### config.mk
export PLATFORM = sky130hd
export DESIGN_NAME = baud_tick_gen
export DESIGN_NICKNAME = d
export VERILOG_FILES = /design/src/rtl/baud_tick_pkg.sv /design/src/rtl/mod_counter.sv /design/src/rtl/baud_tick_gen.sv
export SDC_FILE = /design/constraint.sdc
export NUM_CORES = 1
export LEC_CHECK = 0
export BUFFER_PORTS_ARGS = -buffer_cell sky130_fd_sc_hd__buf_4
export CAP_MARGIN = 40
export CORE_UTILIZATION = 35
export CTS_BUF_LIST = sky130_fd_sc_hd__clkbuf_8
export DETAILED_ROUTE_END_ITERATION = 6
export PLACE_DENSITY = 0.62
export SETUP_SLACK_MARGIN = 0.5
export SYNTH_ARGS = -nofsm -noshare
export SYNTH_HDL_FRONTEND = slang
export SYNTH_SLANG_ARGS = --single-unit
### constraint.sdc
create_clock -name inClock -period 4.19 [get_ports inClock]
set_clock_uncertainty 0.1 [all_clocks]
set_input_delay 0.6285 -clock inClock [delete_from_list [all_inputs] [get_ports inClock]]
set_output_delay 0.6285 -clock inClock [all_outputs]
set_load 0.02 [all_outputs]
### src/rtl/baud_tick_pkg.sv
// Shared constants, types and helpers for the baud tick generator.
package baud_tick_pkg;

  localparam int MIN_DIV       = 2;
  localparam int DEFAULT_DIV_W = 16;

  typedef logic [DEFAULT_DIV_W-1:0] div_t;

  // Clock cycles per oversample tick for a given clock, baud rate and oversample factor.
  function automatic int calc_div(input int clk_hz, input int baud, input int ovs);
    return clk_hz / (baud * ovs);
  endfunction

endpackage

### src/rtl/mod_counter.sv
// Generic modulo counter: counts 0..lastValue while run is high, clear loads loadValue.
module mod_counter #(
  parameter int WIDTH = 8
) (
  input  logic             inClock,
  input  logic             inResetN,
  input  logic             run,
  input  logic             clear,
  input  logic [WIDTH-1:0] loadValue,
  input  logic [WIDTH-1:0] lastValue,
  output logic [WIDTH-1:0] count,
  output logic             wrap
);

  // A clear always wins, so a coincident wrap is swallowed.
  assign wrap = run && !clear && (count == lastValue);

  // NOTE: sequential state uses non-blocking assignments so every flop samples pre-edge values.
  always_ff @(posedge inClock or negedge inResetN) begin
    if (!inResetN) begin
      count <= '0;
    end else if (clear) begin
      count <= loadValue;
    end else if (run) begin
      count <= wrap ? '0 : count + WIDTH'(1);
    end
  end

endmodule

### src/rtl/baud_tick_gen.sv
// Runtime-programmable oversample/bit-rate tick and bit clock generator for the UART paths.
module baud_tick_gen
  import baud_tick_pkg::*;
#(
  parameter int CLK_HZ      = 50000000,
  parameter int BAUD        = 9600,
  parameter int OVERSAMPLE  = 16,
  parameter int DIV_W       = DEFAULT_DIV_W,
  parameter int DEFAULT_DIV = calc_div(CLK_HZ, BAUD, OVERSAMPLE)
) (
  input  logic             inClock,
  input  logic             inResetN,
  input  logic             enable,
  input  logic             restart,
  input  logic             divLoad,
  input  logic [DIV_W-1:0] divValue,
  output logic             ovsTick,
  output logic             bitTick,
  output logic             outClock,
  output logic             divPending,
  output logic             divErr
);

  localparam int               OVS_W     = $clog2(OVERSAMPLE);
  localparam logic [OVS_W-1:0] OVS_HALF  = OVS_W'(OVERSAMPLE / 2);
  localparam logic [OVS_W-1:0] OVS_LAST  = OVS_W'(OVERSAMPLE - 1);
  localparam logic [DIV_W-1:0] DIV_RESET = DIV_W'(DEFAULT_DIV);

  logic [DIV_W-1:0] active_div;
  logic [DIV_W-1:0] pending_div;
  logic [DIV_W-1:0] pend_next;
  logic [DIV_W-1:0] div_cnt_unused;
  logic [OVS_W-1:0] ovs_cnt;
  logic             div_wrap;
  logic             ovs_wrap;
  logic             load_ok;
  logic             pend_avail;
  logic             apply_now;
  logic             div_clear;

  assign load_ok    = divLoad && (divValue >= DIV_W'(MIN_DIV));
  assign pend_avail = load_ok || divPending;
  assign pend_next  = load_ok ? divValue : pending_div;
  assign apply_now  = pend_avail && (div_wrap || restart || !enable);
  // Applying while idle restarts the period so it never mixes old and new divisors.
  assign div_clear  = restart || (!enable && pend_avail);

  mod_counter #(.WIDTH(DIV_W)) u_div_cnt (
    .inClock   (inClock),
    .inResetN  (inResetN),
    .run       (enable),
    .clear     (div_clear),
    .loadValue ('0),
    .lastValue (active_div - DIV_W'(1)),
    .count     (div_cnt_unused),
    .wrap      (div_wrap)
  );

  mod_counter #(.WIDTH(OVS_W)) u_ovs_cnt (
    .inClock   (inClock),
    .inResetN  (inResetN),
    .run       (div_wrap),
    .clear     (restart),
    .loadValue (OVS_HALF),
    .lastValue (OVS_LAST),
    .count     (ovs_cnt),
    .wrap      (ovs_wrap)
  );

  always_ff @(posedge inClock or negedge inResetN) begin
    if (!inResetN) begin
      ovsTick  <= 1'b0;
      bitTick  <= 1'b0;
      outClock <= 1'b0;
      divErr   <= 1'b0;
    end else begin
      ovsTick <= div_wrap;
      bitTick <= ovs_wrap;
      divErr  <= divLoad && !load_ok;
      if (restart) begin
        outClock <= 1'b1;
      end else if (div_wrap && (ovs_cnt == OVS_LAST || ovs_cnt == OVS_HALF - OVS_W'(1))) begin
        outClock <= ~outClock;
      end
    end
  end

  always_ff @(posedge inClock or negedge inResetN) begin
    if (!inResetN) begin
      active_div  <= DIV_RESET;
      pending_div <= DIV_RESET;
      divPending  <= 1'b0;
    end else begin
      if (load_ok) pending_div <= divValue;
      if (apply_now) begin
        active_div <= pend_next;
        divPending <= 1'b0;
      end else if (load_ok) begin
        divPending <= 1'b1;
      end
    end
  end

endmodule

==> parameters.txt, run 1 <==
Parameter                              Value

Run status
  Result of the run    finished, final reports clean

Floorplanning
  Count of boundary I/O pins    26
  Floorplan Core Area    9200 um^2
  Vertical die dimension    99.2 um
  Width of the die    99.2 um
  Initial core utilization    0.359
  Die Outline Area    9840 um^2
  Number of core rows    35

Clocking
  Setup Buffers After CTS    0
  Number of sinks driven by the clock tree    57
  Insertion delay to the later sink of the worst-skew pair    0.34 ns
  Depth of the CTS H-tree    3
  Total clock buffers created by CTS    9
  CTS hold repair buffers    0
  Clock root cell    clkbuf_8
  Post-CTS Resized    0
  TritonCTS clock tree    yes
  Max clock buf depth    2
  Clock transition at the registers of the reported paths    0.06 ns

GRT
  Pin count of the biggest net entering global routing    58
  Total overflow reported by the global router    0
  Global-route usage over all layers    0.150
  Initial antenna violation count    0
  First-pass GRT wire length    11700 um
  Number of global-route vias before repair    2392

Setup path
  Worst setup path endpoint    u_div_cnt.count[6]$_DFFE_PN0P_
  Maximum single-stage delay on the critical path    0.52 ns
  Category of the worst setup path capture point    flop
  First element of the critical path    active_div[1]$_DFFE_PN0P_
  Delay-heaviest family, CP    compound AO/OA/AOI/OAI gates
  CP cell instances    inv_1, ha_1, or3b_2, o311a_1, a211o_1, and3_1, o2111ai_4, buf_4, nand2_1, o311ai_0
  Worst EP required    4.30 ns
  Crit Reg-Reg Endpoint    u_div_cnt.count[6]$_DFFE_PN0P_
  Setup slack of the worst register-to-register path    0.80 ns
  Worst R2R Path Depth    10
  Launch point of the worst reg-to-reg path    active_div[1]$_DFFE_PN0P_
  Critical path depth in cells    10
  Master of the slowest instance on the critical path    or3b_2
  Critical path peak fanout    26
  Path type of the worst setup path    flop to flop
  Bufs and invs on worst path    2
  Arrival time at the worst endpoint    3.51 ns
  Worst Setup Start Kind    flop

Cells and area
  Util after Layout    0.410
  Share of post-route cells with drive strength above 1    0.282
  Number of diodes added for antenna fixing    0
  P&R area growth vs syn    13.9%
  Number of nets at the end of the flow    363

STA
  Achievable frequency    295 MHz
  Transition time at the pin with the least slew margin    0.711 ns
  Hold Vio Cnt, Final    0
  Final worst slack    0.797 ns
  Period Utilization, post-route    0.810
  Number of pins exceeding their max-slew limit in the final report    0
  Worst hold slack    0.224 ns
  Slew margin rel.    0.526
  Clock period minus worst slack    3.39 ns
  Final number of setup-violating endpoints    0
  Final total negative setup slack    0 ns
  Setup repair after global routing missed its margin    no

Routing
  Post-route ant nets    0
  Detailed-route wire length    6770 um
  Number of DRC violations after detailed-routing iteration 0    117
  Detailed-route DRC error count    0
  Per-cell routed wire length    14.9 um
  Detailed-route via count    2445
  Count of TritonRoute iterations in the first routing pass    4
  Vias per cell    5.37

Place
  Port-buffer cells    25
  Post-place setup slack    0.779 ns
  Final Wtd Congestion    0.844
  Half-perimeter wire length after placement    4780 um

Power and ir drop
  Cell leakage power    1.52 nW
  Power density over the cells    367 nW/um^2
  Worst IR drop on VDD    0.118 mV

Min path
  Worst hold path class    input port to asynchronous set/reset pin

Yosys
  Number of flip-flops and latches in the synthesized netlist    57
  Syn Nets    342
  Dominant combinational cell family by area after synthesis    simple AND/OR/NAND/NOR gates
  Post-synthesis compound-gate area fraction    0.107
  Top FF cell, synth    dfrtp_1
  Cells after Synth    318
  Post-Synthesis Cell Area    3310 um^2
  EDFF count, synth    0
  Post-synth ARST share    1.00
  Multiplexer share of the synthesized area    0.146
  Yosys warning count    0
  Avg Inst Size Synth    10.4 um^2
  Share of the synthesized netlist area taken by xor and xnor gates    0.0477
  Share of synthesized cell area in and, or, nand and nor gates    0.209
  Share of synthesized area occupied by flip-flops and latches    0.435
  Netlist cell types    54
  Adder and majority gate portion of the synthesized area    0.0114

Run
  Max capacitance violation total    0
[final cells by class]
cell class | count | area, um^2
Fill cell | 902 | 5430
Inverter | 13 | 48.8
Clock inverter | 7 | 56.3
Clock buffer | 9 | 124
Tap cell | 111 | 139
Sequential cell | 57 | 1440
Multi-Input combinational cell | 227 | 1730
Timing Repair Buffer | 31 | 233
[power by group]
part | switching (mW) | total (mW) | internal (mW) | leakage (nW)
sequential | 0.0596 | 0.665 | 0.605 | 0.702
combinational | 0.111 | 0.239 | 0.127 | 0.716
clock | 0.213 | 0.478 | 0.265 | 0.107
[worst min-delay path by stage]
stage	from	to	slack, ns	depth (start not counted)
floorplan	inResetN	active_div[10]$_DFFE_PN0P_	0.23	0
global placement	pending_div[4]$_DFF_PN0_	pending_div[4]$_DFF_PN0_	0.39	1
detailed placement	pending_div[4]$_DFF_PN0_	pending_div[4]$_DFF_PN0_	0.39	1
CTS	inResetN	pending_div[1]$_DFF_PN0_	0.27	1
global route	inResetN	u_div_cnt.count[10]$_DFFE_PN0P_	0.30	1
finish	inResetN	pending_div[1]$_DFF_PN0_	0.22	1
[sequential cells by signal, indices dropped and copies added (netlist names)]
register	cells
bitTick	1
divPending	1
ovsTick	1
outClock	1
pending_div	16
active_div	16
divErr	1
u_div_cnt.count	16
u_ovs_cnt.count	4
[logic make-up after synthesis]
kind of cell | after synthesis
DFF | 57
and+or+nand+nor | 123
buffers and inverters | 34
muxes | 40
AOI/OAI and AO/OA | 43
xor gates and xnor gates | 18
adders and majority gates | 3
[layer usage]
metal / track usage / wire length (um) / vias to the layer above
li1: - / - / 1202
met1: 0.189 / 3190 / 1208
met2: 0.250 / 3320 / 29
met3: 0.0344 / 180 / 6
met4: 0.0633 / 69 / 0
met5: 0 / 0 / -
[placed cells by master, fill, tap and decap left out, types with 4 or more instances in the layout]
master / count
nand2b_1: 6
nor4_1: 8
mux2_2: 25
nor2_1: 17
dfstp_2: 8
nand4_1: 11
mux2i_1: 5
a31oi_1: 6
xor2_1: 9
nor3_1: 5
nand3b_1: 8
o21ai_0: 10
o311ai_0: 7
dfrtp_1: 49
xnor2_1: 9
inv_1: 16
buf_4: 31
mux2_4: 10
nand3_1: 15
nand2_1: 24
clkbuf_8: 9
nor2b_1: 4
[cells in the mapped netlist (10+ instances only)]
| library cell | n | area (um^2) |
|---|---|---|
| dfrtp_1 | 49 | 1230 |
| mux2_2 | 25 | 282 |
| nand2_1 | 24 | 90.1 |
| clkbuf_1 | 17 | 63.8 |
| nor2_1 | 17 | 63.8 |
| nand3_1 | 15 | 75.1 |
| inv_1 | 13 | 48.8 |
| nand4_1 | 11 | 68.8 |
| mux2_4 | 10 | 150 |
| o21ai_0 | 10 | 50.1 |
[metrics by stage]
step | area, um^2 | total power, mW | std cells
2_1_floorplan | 3310 | 0.844 | 318
3_3_place_gp | 3590 | 0.909 | 439
3_5_place_dp | 3590 | 0.916 | 439
4_1_cts | 3770 | 1.40 | 455
5_1_grt | 3770 | 1.46 | 455
6_report | 3770 | 1.38 | 455
(Power assumes the default switching activity.)
==> run 2: changes to the inputs <==
==> constraint.sdc (replaced) <==
create_clock -name inClock -period 3.5 [get_ports inClock]
set_clock_uncertainty 0.1 [all_clocks]
set_input_delay 0.525 -clock inClock [delete_from_list [all_inputs] [get_ports inClock]]
set_output_delay 0.525 -clock inClock [all_outputs]
set_load 0.02 [all_outputs]
==> run 2 against run 1 <==
Net effect: hold slack worse by 0.076 ns; setup slack worse by 0.39 ns; design area grew 7.5%; die area unchanged; utilization is 3.1 points higher; clock power rose by 26%; register-to-register slack worse by 0.39 ns; global-route usage is 1.0 points higher; non-clock buffer count increased by 13; combinational power increased by 35%.
==> parameters.txt, run 2 (synthesized netlist as in run 1, its figures left out) <==
Parameter                              Value

Setup path
  CP cell instances    or4_4, or4_4, a2111oi_4, and3_4, o2111ai_4, a21oi_4, clkbuf_16, mux2_4
  Most numerous cell on the critical path    or4_4
  Maximum single-stage delay on the critical path    0.56 ns
  Path type of the worst setup path    flop to flop
  Worst R2R Path Depth    8
  Worst EP required    3.61 ns
  Arrival time at the worst endpoint    3.21 ns
  Category of the worst setup path capture point    flop
  Worst Setup Start Kind    flop
  Master of the slowest instance on the critical path    or4_4
  Critical path peak fanout    8

Floorplanning
  Initial core utilization    0.359
  Width of the die    99.2 um
  Floorplan Core Area    9200 um^2
  Count of boundary I/O pins    26
  Number of core rows    35
  Die Outline Area    9840 um^2
  Vertical die dimension    99.2 um

Cells and area
  Filler cells    873
  Finished layout cell area    4050 um^2
  Footprint of the flip-flops and latches    1440 um^2
  Largest registers    active_div (16), pending_div (16), u_div_cnt.count (16)
  Commonest non-fill, non-tap cell in the layout    dfrtp_1
  P&R area growth vs syn    22.4%
  Share of post-route cells with drive strength above 1    0.345
  Top library cells by usage in the layout, fill and taps aside    49 x dfrtp_1, 37 x buf_4, 24 x mux2_2, 23 x nand2_1, 17 x nor2_1
  Util after Layout    0.440
  Multi-input gate area in the final layout    1810 um^2
  Number of diodes added for antenna fixing    0
  Number of cells in the finished layout apart from fillers    468
  Number of nets at the end of the flow    376

Clocking
  Max clock buf depth    2
  CTS hold repair buffers    0
  TritonCTS clock tree    yes
  Clock root cell    clkbuf_8
  Clock transition at the registers of the reported paths    0.07 ns
  Insertion delay to the later sink of the worst-skew pair    0.34 ns
  Total clock buffers created by CTS    9
  Depth of the CTS H-tree    3
  Number of sinks driven by the clock tree    57

Routing
  Detailed-route DRC error count    0
  Count of TritonRoute iterations in the first routing pass    4
  Vias per cell    5.49
  Detailed-route via count    2569
  Detailed-route wire length    7450 um
  Post-route ant nets    0
  Per-cell routed wire length    15.9 um
  Number of DRC violations after detailed-routing iteration 0    181

Power and ir drop
  Cell leakage power    1.65 nW
  Worst IR drop on VDD    0.159 mV
  Power density over the cells    425 nW/um^2
  Overall Power    1.72 mW

Place
  Post-place setup slack    0.116 ns
  Half-perimeter wire length after placement    4880 um
  Final Wtd Congestion    0.855
  Placed Instances    440
  Post-place instance area    3620 um^2
  Port-buffer cells    25

STA
  Worst hold slack    0.148 ns
  Final worst slack    0.409 ns
  Transition time at the pin with the least slew margin    0.715 ns
  Final total negative setup slack    0 ns
  Achievable frequency    324 MHz
  Hold Vio Cnt, Final    0
  Number of pins exceeding their max-slew limit in the final report    0
  Clock period minus worst slack    3.09 ns
  Period Utilization, post-route    0.883
  Slew margin rel.    0.523
  Setup repair after global routing missed its margin    yes
  Final number of setup-violating endpoints    0

GRT
  First-pass GRT wire length    12300 um
  Initial antenna violation count    0
  Global-route usage over all layers    0.161
  Total overflow reported by the global router    0
  Pin count of the biggest net entering global routing    58
  Number of global-route vias before repair    2420

Min path
  Worst hold path class    input port to asynchronous set/reset pin

Run status
  Result of the run    finished, final reports clean

Run
  Max capacitance violation total    0
-- run 2: layout make-up --
cell class | count | area share
multi-input cells | 227 | 0.448
inverters | 13 | 0.0121
flip-flops and latches | 57 | 0.355
clock buffers | 10 | 0.0340
clock inverters | 6 | 0.0130
repair buffers | 44 | 0.104
well taps | 111 | 0.0343
-- run 2: final timing paths --
| path | start | to | slack, ns |
|---|---|---|---|
| setup / recovery | active_div[1]$_DFFE_PN0P_ | active_div[10]$_DFFE_PN0P_ | 0.41 |
| hold reg to reg | pending_div[10]$_DFF_PN0_ | pending_div[10]$_DFF_PN0_ | 0.40 |
| hold / removal | inResetN | pending_div[1]$_DFF_PN0_ | 0.15 |
| setup reg to reg | active_div[1]$_DFFE_PN0P_ | active_div[10]$_DFFE_PN0P_ | 0.41 |
| min in group inClock | divLoad | divErr$_DFF_PN0_ | 0.32 |
| max in group asynchronous | inResetN | u_div_cnt.count[8]$_DFFE_PN0P_ | 2.68 |
-- run 2: power by group --
part           leakage, nW  internal (mW)  total (mW)  switching (mW)
Combinational        0.835          0.172       0.322           0.150
Clock                0.108          0.339       0.600           0.260
Sequential           0.702          0.725       0.797          0.0723
-- run 2: worst max-delay path: cells and delay by family (launching register included) --
kind,cells,cell delay (ns)
AO/OA/AOI/OAI,3,0.68
multiplexers,1,0.30
AND/OR/NAND/NOR,3,1.26
flip-flops,1,0.42
buffers and inverters,1,0.21
-- run 2: repair_timing --
| action | 4_1_cts | 5_1_grt |
|---|---|---|
| cloned | 1 | 2 |
| gates resized for setup | 8 | 17 |
| endpoints found under the setup margin | 30 | 38 |
| pin swaps | 0 | 3 |
| setup buffers | 7 | 2 |
-- run 2: metal layers --
layer / track usage / wire, um / vias up / share of wire
met4: 0.0509 / 96 / 0 / 0.013
met2: 0.265 / 3750 / 41 / 0.50
met5: 0 / 0 / - / 0
met3: 0.0379 / 227 / 5 / 0.030
li1: - / - / 1232 / -
met1: 0.209 / 3380 / 1291 / 0.45
